$ cat config.mk
export PLATFORM = sky130hd
export DESIGN_NAME = power_clk_seq
export DESIGN_NICKNAME = d
export VERILOG_FILES = /design/src/rtl/cpu_timing_pkg.sv /design/src/rtl/clk_prescaler.sv /design/src/rtl/power_clk_seq.sv
export SDC_FILE = /design/constraint.sdc
export NUM_CORES = 1
export LEC_CHECK = 0
export ABC_AREA = 1
export BUFFER_PORTS_ARGS = -buffer_cell sky130_fd_sc_hd__buf_4
export CAP_MARGIN = 25
export CORE_MARGIN = 3
export CORE_UTILIZATION = 45
export DETAILED_ROUTE_END_ITERATION = 10
export HOLD_SLACK_MARGIN = 0.15
export PLACE_DENSITY = 0.67
export SYNTH_ARGS = -nofsm -noshare
export SYNTH_HDL_FRONTEND = slang
export SYNTH_HIERARCHICAL = 1
export SYNTH_SLANG_ARGS = --single-unit
$ cat constraint.sdc
create_clock -name sysclk -period 1.7 [get_ports sysclk]
set_input_delay 0.085 -clock sysclk [delete_from_list [all_inputs] [get_ports sysclk]]
set_output_delay 0.085 -clock sysclk [all_outputs]
set_load 0.01 [all_outputs]
$ cat src/rtl/cpu_timing_pkg.sv
// Shared timing types and defaults for the power/clock sequencer.
// State encoding, default timing constants and a counter-width helper.
package cpu_timing_pkg;

    typedef enum logic [1:0] {
        ST_POR   = 2'd0,
        ST_RUN   = 2'd1,
        ST_MCLR  = 2'd2,
        ST_PFAIL = 2'd3
    } state_e;

    localparam int DEF_POR_CYCLES  = 1000;
    localparam int DEF_MCL_MIN     = 16;
    localparam int DEF_FILT_CYCLES = 8;

    // Bits needed to hold 0..n-1, never less than one.
    function automatic int cnt_w(input int n);
        return (n < 2) ? 1 : $clog2(n);
    endfunction

endpackage

$ cat src/rtl/clk_prescaler.sv
// One prescaler channel: wrap counter with a registered one-cycle tick.
// A zero divisor parks the channel (counter 0, no ticks).
module clk_prescaler #(
    parameter int DIV_W = 8
) (
    input  logic             clk_i,
    input  logic             rst_i,
    input  logic             clr_i,
    input  logic             ev_i,
    input  logic [DIV_W-1:0] div_i,
    output logic             tick_o
);

    logic [DIV_W-1:0] cnt_q, cnt_d;
    logic             tick_q, tick_d;
    logic             wrap;

    // >= so a divisor lowered below the count wraps on the next event
    assign wrap = (cnt_q >= (div_i - DIV_W'(1)));

    always_comb begin
        cnt_d  = cnt_q;
        tick_d = 1'b0;
        if (clr_i || (div_i == '0)) begin
            cnt_d = '0;
        end else if (ev_i) begin
            if (wrap) begin
                cnt_d  = '0;
                tick_d = 1'b1;
            end else begin
                cnt_d = cnt_q + DIV_W'(1);
            end
        end
    end

    always_ff @(posedge clk_i) begin
        if (rst_i) begin
            cnt_q  <= '0;
            tick_q <= 1'b0;
        end else begin
            cnt_q  <= cnt_d;
            tick_q <= tick_d;
        end
    end

    assign tick_o = tick_q;

endmodule

$ cat src/rtl/power_clk_seq.sv
// Power-on / master-clear / power-fail sequencer with cascaded prescalers.
// Define POWSENSE_FILTER_EN to debounce powsense_n over FILT_CYCLES samples.
module power_clk_seq
    import cpu_timing_pkg::*;
#(
    parameter int POR_CYCLES  = DEF_POR_CYCLES,
    parameter int NCH         = 2,
    parameter int DIV_W       = 8,
    parameter int MCL_MIN     = DEF_MCL_MIN,
    parameter int FILT_CYCLES = DEF_FILT_CYCLES
) (
    input  logic                 sysclk,
    input  logic                 sys_rst,
    input  logic                 osc_ce,
    input  logic                 swmcl_n,
    input  logic                 opclcs,
    input  logic                 powsense_n,
    input  logic [NCH*DIV_W-1:0] div_i,
    output logic                 closc,
    output logic                 mcl,
    output logic                 powfail_n,
    output logic                 por_done,
    output logic [NCH-1:0]       tick_o,
    output logic [1:0]           state_o
);

    localparam int PW = cnt_w(POR_CYCLES);
    localparam int MW = cnt_w(MCL_MIN);

    logic [1:0] sync_q;
    logic       pwr_ok;

    always_ff @(posedge sysclk) begin
        if (sys_rst) sync_q <= 2'b11;
        else         sync_q <= {sync_q[0], powsense_n};
    end

`ifdef POWSENSE_FILTER_EN
    localparam int FW = cnt_w(FILT_CYCLES);

    logic [FW-1:0] filt_cnt_q;
    logic          filt_q;

    // Level flips only after FILT_CYCLES consecutive opposite samples
    always_ff @(posedge sysclk) begin
        if (sys_rst) begin
            filt_q     <= 1'b1;
            filt_cnt_q <= '0;
        end else if (sync_q[1] == filt_q) begin
            filt_cnt_q <= '0;
        end else if (filt_cnt_q == FW'(FILT_CYCLES - 1)) begin
            filt_q     <= sync_q[1];
            filt_cnt_q <= '0;
        end else begin
            filt_cnt_q <= filt_cnt_q + FW'(1);
        end
    end

    assign pwr_ok = filt_q;
`else
    logic unused_filt;
    assign unused_filt = (FILT_CYCLES != 0);
    assign pwr_ok      = sync_q[1];
`endif

    state_e        state_q, state_d;
    logic [PW-1:0] por_cnt_q, por_cnt_d;
    logic [MW-1:0] str_q, str_d;
    logic          clr_req;
    logic          closc_q, closc_d;
    logic          mcl_q, mcl_d;
    logic          pfn_q, pfn_d;
    logic          done_q, done_d;

    assign clr_req = !swmcl_n || opclcs;

    always_comb begin
        state_d   = state_q;
        por_cnt_d = '0;
        str_d     = str_q;
        unique case (state_q)
            ST_POR: begin
                if (por_cnt_q == PW'(POR_CYCLES - 1)) state_d = ST_RUN;
                else por_cnt_d = por_cnt_q + PW'(1);
            end
            ST_RUN: begin
                if (clr_req) begin
                    state_d = ST_MCLR;
                    str_d   = MW'(MCL_MIN - 1);
                end
            end
            ST_MCLR: begin
                if (str_q != '0)  str_d   = str_q - MW'(1);
                else if (!clr_req) state_d = ST_RUN;
            end
            ST_PFAIL: begin
                if (pwr_ok) state_d = ST_POR;
            end
            default: state_d = ST_POR;
        endcase
        // Power fail overrides any clear request
        if (!pwr_ok && (state_q != ST_PFAIL)) state_d = ST_PFAIL;
    end

    always_comb begin
        closc_d = 1'b1;
        mcl_d   = 1'b1;
        pfn_d   = 1'b1;
        done_d  = 1'b0;
        unique case (state_d)
            ST_RUN: begin
                closc_d = 1'b0;
                mcl_d   = 1'b0;
                done_d  = 1'b1;
            end
            ST_MCLR: begin
                closc_d = 1'b0;
                done_d  = 1'b1;
            end
            ST_PFAIL: pfn_d = 1'b0;
            default: ;
        endcase
    end

    always_ff @(posedge sysclk) begin
        if (sys_rst) begin
            state_q   <= ST_POR;
            por_cnt_q <= '0;
            str_q     <= '0;
            closc_q   <= 1'b1;
            mcl_q     <= 1'b1;
            pfn_q     <= 1'b1;
            done_q    <= 1'b0;
        end else begin
            state_q   <= state_d;
            por_cnt_q <= por_cnt_d;
            str_q     <= str_d;
            closc_q   <= closc_d;
            mcl_q     <= mcl_d;
            pfn_q     <= pfn_d;
            done_q    <= done_d;
        end
    end

    logic [NCH-1:0] tick_w;

    for (genvar i = 0; i < NCH; i++) begin : g_ch
        logic ev;
        if (i == 0) begin : g_src0
            assign ev = osc_ce;
        end else begin : g_srcn
            assign ev = tick_w[i-1];
        end
        clk_prescaler #(.DIV_W(DIV_W)) u_pre (
            .clk_i  (sysclk),
            .rst_i  (sys_rst),
            .clr_i  (closc_q),
            .ev_i   (ev),
            .div_i  (div_i[i*DIV_W +: DIV_W]),
            .tick_o (tick_w[i])
        );
    end

    assign closc     = closc_q;
    assign mcl       = mcl_q;
    assign powfail_n = pfn_q;
    assign por_done  = done_q;
    assign tick_o    = tick_w;
    assign state_o   = state_q;

endmodule

# Yosys cells after proc, flatten, opt, wreduce, memory -nomap -nowiden

Cells that the tools add are included.
Widths: inputs -> output; s select.

$add $sub $neg: 6
Magnitude comparators: 2
Equal/unequal tests: 10
Multiplexer cells: 18
Bitwise logic cells: 3
Reductions and logical operators: 18

Operators with widths:

| operator              | count |
|---|---|
| $add 8x1->8 const B   | 2 |
| $ge 8x8->1            | 2 |
| $logic_not 8->1       | 2 |
| $mux 8                | 2 |
| $sub 8x1->8 const B   | 2 |
| $mux 2                | 6 |
| $add 10x1->10 const B | 1 |
| $eq 10x10->1 const B  | 1 |
| $reduce_or 3->1       | 3 |
| $eq 2x2->1 const B    | 4 |
| $mux 4                | 2 |
| $pmux 2 s4            | 1 |
| $pmux 4 s2            | 1 |
| $mux 1                | 6 |
| $ne 2x2->1 const B    | 3 |
| $reduce_or 2->1       | 3 |
| $eq 2x1->1 const B    | 2 |
| $reduce_bool 4->1     | 1 |
| $sub 4x1->4 const B   | 1 |
| $logic_or 1x1->1      | 3 |
| $not 1->1             | 3 |
| $reduce_and 3->1      | 1 |
| $logic_not 1->1       | 2 |
| $logic_not 2->1       | 1 |
| other kinds (2)       | 2 |

Flip-flop bits (word level): 40
Input port bits: 22
Word-level logic and storage cells: 69

# Longest topological paths before layout

Word-level depth: 9
Mapped depth: 13
Mapped depth without buffers: 13

# Cells and area by module

Netlist, hierarchy kept.

Modules (own cells, without submodules):

| module        | times used | cells an instance | area each (um2) | sequential area each (um2) |
|---|---|---|---|---|
| clk_prescaler | 2          | 103               | 758.2           | 180.2 |
| power_clk_seq | 1          | 143               | 1036.0          | 440.4 |

# Worst setup path after synthesis

No wires, ideal clock.

Path kind: input -> register
Start point: in div_i[8]
End point: reg g_ch[1].u_pre.cnt_q[0]
Setup time: 0.116 ns
Data arrival time: 1.471 ns
Data required time: 1.584 ns
Slack: 0.113 ns
Cell stages on the path: 12
Buffers on the path: 0
Path through: inv_1 > ha_1 > nand2_1 > nor3_1 > xor2_1 > ha_1 > nand2_1 > o21a_1 > nand2_1 > nand2_1 > nand2_2 > nor2_1

Word-level cells in the longest chain between the ends: 3
Elaborated cells between the ends (all ways): 6

RTL lines:

| item                                           | RTL line                                 | text |
|---|---|---|
| start: declaration                             | power_clk_seq.sv:18                      | `input logic [NCH*DIV_W-1:0] div_i,` |
| $sub 8x1->8 or $logic_not 8->1 (tied branches) | clk_prescaler.sv:19, clk_prescaler.sv:24 |  |
| $ge 8x8->1 or $logic_or 1x1->1 (tied branches) | clk_prescaler.sv:19, clk_prescaler.sv:24 |  |
| $mux 8 or $reduce_or 2->1 (tied branches)      | n/a                                      |  |
| end signal: assignment                         | clk_prescaler.sv:41                      | `cnt_q <= cnt_d;` |
| end: declaration                               | clk_prescaler.sv:14                      | `logic [DIV_W-1:0] cnt_q, cnt_d;` |

Several ways; a longest one is shown, not always the timed one.
A chain may end at the register's enable or synchronous reset.

# Final worst setup path

Start point: reg por_cnt_q[1]
End point: reg done_q, in the netlist por_done

Word-level cells in the longest chain between the ends: 7
Elaborated cells between the ends (all ways): 8

RTL lines:

| item                                     | RTL line             | text |
|---|---|---|
| start: declaration                       | power_clk_seq.sv:67  | `logic [PW-1:0] por_cnt_q, por_cnt_d;` |
| start signal: assignment                 | power_clk_seq.sv:136 | `por_cnt_q <= por_cnt_d;` |
| $eq 10x10->1 *                           | power_clk_seq.sv:83  | `if (por_cnt_q == PW'(POR_CYCLES - 1)) state_d = ST_RUN;` |
| $mux 2 *                                 | power_clk_seq.sv:83  |  |
| $pmux 2 s4 *                             | power_clk_seq.sv:81  | `unique case (state_q)` |
| $mux 2 *                                 | power_clk_seq.sv:102 | `if (!pwr_ok && (state_q != ST_PFAIL)) state_d = ST_PFAIL;` |
| $eq 2x2->1 or $eq 2x1->1 (tied branches) | power_clk_seq.sv:110 | `unique case (state_d)` |
| $reduce_or 2->1 (no source line) *       | n/a                  |  |
| $mux 1 *                                 | power_clk_seq.sv:110 |  |
| net done_d                               | power_clk_seq.sv:73  | `logic done_q, done_d;` |
| end signal: assignment                   | power_clk_seq.sv:141 | `done_q <= done_d;` |
| end: declaration                         | power_clk_seq.sv:73  |  |

The timed path passes the listed nets; every way through them passes the cells marked *.

==> flow_metrics.tcl <==
set metrics [dict create \
    seq_area_um2 801 \
    r2r_end "por_done$_SDFF_PP0_" \
    synth.most_common_cell "nand2_1" \
    grt_pass1_vias 2020 \
    clk_latency_ns 0.28 \
    rows 26 \
    vias_per_cell 4.57 \
    crit_slowest_cell "dfxtp_1" \
    p_leak_nw 1.48 \
    antenna_found_initial 0 \
    cts.htree.levels 2 \
    syn_area_um2 2550 \
    status "completed" \
    start_util_pct 48.1 \
    die_y_um 81.3 \
    crit_end "por_done$_SDFF_PP0_" \
    async_flop_share_pct 0 \
    multi_input_area_um2 1540 \
    drv_cap 0 \
    switching_power_uw 635 \
    startpoint_type "flip-flop" \
    place_area_um2 3000 \
    layout-drive-gt1-share_pct 21.7 \
    swShare_pct 26.7 \
    netlist.area_leader.share_pct 31.4 \
    io_buffers 29 \
    synthCells 349 \
    nNetsFinal 459 \
    cts_root_buf "clkbuf_8" \
    setup_violations 0 \
    cp_num_buf_inv 2 \
    synth_xor_area_share_pct 9.26 \
    rr_startpoint "por_cnt_q[1]$_SDFF_PP0_" \
    p_int_mw 1.74 \
    dpl_worst_slack_ns -0.159 \
    worst_hold_slack_ns 0.194 \
    critical_path_cell_count 10 \
    num-fill-cells 495 \
    vdd_drop_max_uv 672 \
    clock_sinks 40 \
    yosys_most_used_dff "dfxtp_1" \
    area_growth_pct 25.3 \
    stdcell_area_um2 3200 \
    post-dp-hpwl_um 3590 \
    synth_compound_area_share_pct 4.71 \
    crit_path_end_kind "flip-flop" \
    wl_per_cell_um 9.65 \
    clkPwrFrac_pct 35.3 \
    synth_seq_area_share_pct 31.4 \
    cp_data_arrival_time_ns 1.74 \
    critPathMaxFanout 3 \
    reg2reg_depth 10 \
    avgSynthCellArea_um2 7.31 \
    synth_common_cells "72 x nand2_1, 55 x inv_1, 42 x nor2_1" \
    synth_nets 398 \
    power_density_nw_per_um2 744 \
    muxShareOfSynthArea_pct 0.784 \
    ios 30 \
    timing.slew.headroom_pct 74.2 \
    clockBufferDepth 2 \
    wirelength_um 4640 \
    yosys_warnings 6 \
    grt_usage_pct 15.5 \
    clock-skew-final_ns 0.00300 \
    setup_slack_ns 0.150 \
    fin_crit_sh_pct 91.2 \
    hold_violations 0 \
    gp_congestion 0.767 \
    crit_family "simple AND/OR/NAND/NOR gates" \
    vias 2198 \
    synth_top_family_by_area "simple AND/OR/NAND/NOR gates" \
    drc 0 \
    yosysTopAreaCell "dfxtp_1" \
    hp-class "input pin to flip-flop" \
    grt_setup_unrepaired "false" \
    r2r_setup_slack_ns 0.15 \
    die_w_um 81.3 \
    tns_ns 0 \
    hold_depth 6 \
    cp_common_cell "nand2_1" \
    tightestPinTransition_ns 0.387 \
    slowest_delay_ns 0.37 \
    ys_ff_latch 40 \
    crit_type "flip-flop to flip-flop" \
    synthTopCellsByArea "dfxtp_1 31%, ha_1 13%, nand2_1 11%, inv_1 8.1%, xor2_1 7.9%" \
    fmax_mhz 645 \
    period_minus_slack_ns 1.55 \
    firstDrtPassIters 4 \
    ant_nets 0 \
    numCtsBuffers 5 \
    core-area_um2 5300 \
    crit_start "por_cnt_q[1]$_SDFF_PP0_" \
    synth_edf_count 0 \
    overflow 0 \
    die_area_um2 6610 \
    n_antenna_cell 0 \
    synth_cell_types 28 \
    combPwrFrac_pct 21.3 \
    p_total_mw 2.38 \
    grt_max_degree 13 \
    cp.required_ns 1.89 \
    path_clk_slew_ns 0.08 \
    drt-initial-drc-count 75 \
    slew_viol_final 0 \
    pwr-share-seq_pct 43.4 \
    synth_fa_ha_area_share_pct 13.2 \
    grt_pass1_wl_um 8160 \
    cts_tree "done" \
    synthSimpleGateAreaFrac_pct 31.4 \
    cp_cell_sequence "ha_1, inv_1, nor2_1, nand3_1, nand2_1, nand2_1, nand2_1, ha_1, nand2_1, inv_1" \
]
==> metrics by stage <==
stage	util (%)	std cells
2_1_floorplan	-	349
3_3_place_gp	56.6	468
3_5_place_dp	56.6	468
4_1_cts	59.7	480
5_1_grt	60.3	481
6_report	60.3	481
==> cell usage in the layout, fill, tap and decap left out, types with 2 or more instances in the layout <==
master         count
nor2_1            41
nand2_2            2
o21a_1             2
a21oi_1           13
nand2_1           71
nand3_2            2
mux2i_1            2
nor2_2             9
buf_4             53
inv_1             55
nor3_1             5
xor2_1            23
xnor2_1            4
nand2_4            2
dfxtp_1           40
ha_1              27
nand4_1            7
or2_1              2
a21oi_2            2
o21ai_0            4
or2_2              5
dlygate4sd3_1      4
nand4_2            2
nand3_1           19
nor3_2             2
nor2_4             2
clkbuf_8           7
==> repair_timing <==
action | CTS | global route
hold buffers | 4 | 0
endpoints found under the setup margin | 0 | 12
endpoints found under the hold margin | 7 | 0
resized for setup | 0 | 6
setup buffers | 0 | 1
==> logic make-up (layout without fill, tap and decap cells) <==
logic type | count (synthesis) | in the layout
flip-flops | 40 | 40
adder cells (fa/ha/maj) | 27 | 27
AND/OR/NAND/NOR | 173 | 173
AO/OA/AOI/OAI | 22 | 22
buffers and inverters | 58 | 120
multiplexers | 2 | 2
XOR/XNOR | 27 | 27
==> how the worst min path moves through the flow <==
stage | from | endpoint
detailed placement | powsense_n | sync_q[0]$_SDFF_PP1_
global route | opclcs | state_o[0]$_SDFF_PP0_
finish | opclcs | state_o[0]$_SDFF_PP0_
CTS | opclcs | state_o[0]$_SDFF_PP0_
global placement | powsense_n | sync_q[0]$_SDFF_PP1_
floorplan | sys_rst | state_o[0]$_SDFF_PP0_
==> registers in the layout (all words and copies together), names as in the netlist <==
name / count
powfail_n: 1
state_o: 2
por_cnt_q: 10
sync_q: 2
g_ch.u_pre/tick_o: 2
str_q: 4
g_ch.u_pre/cnt_q: 16
closc: 1
por_done: 1
mcl: 1
==> worst min-delay path: cells and delay by family <==
family                 cells  cell delay, ns
AOI/OAI and AO/OA          1            0.06
buffers and inverters      1            0.08
and+or+nand+nor            4            0.20
==> layer usage <==
metal	global-route usage, %	share of wire, %	vias to the layer above
li1	-	-	1213
met1	18.9	50	955
met2	27.1	46	26
met3	3.33	3.9	4
met4	4.56	0.67	0
met5	0	0	-
==> power by group through the flow <==
stage	clock network, mW	registers [mW]	logic, mW
3_5_place_dp	0	1.05	0.488
3_3_place_gp	0	1.05	0.479
4_1_cts	0.866	1.03	0.498
6_report	0.840	1.03	0.507
5_1_grt	0.899	1.04	0.585
2_1_floorplan	0	1.06	0.296
==> layout make-up <==
type                    count  area share, %
clock buffers               7           3.01
clock inverters             1          0.939
inverters                  55           6.46
multi-input cells         251           48.1
flip-flops and latches     40           25.0
well taps                  70           2.74
repair buffers             57           13.7
Power figures use the tool's default switching activity.
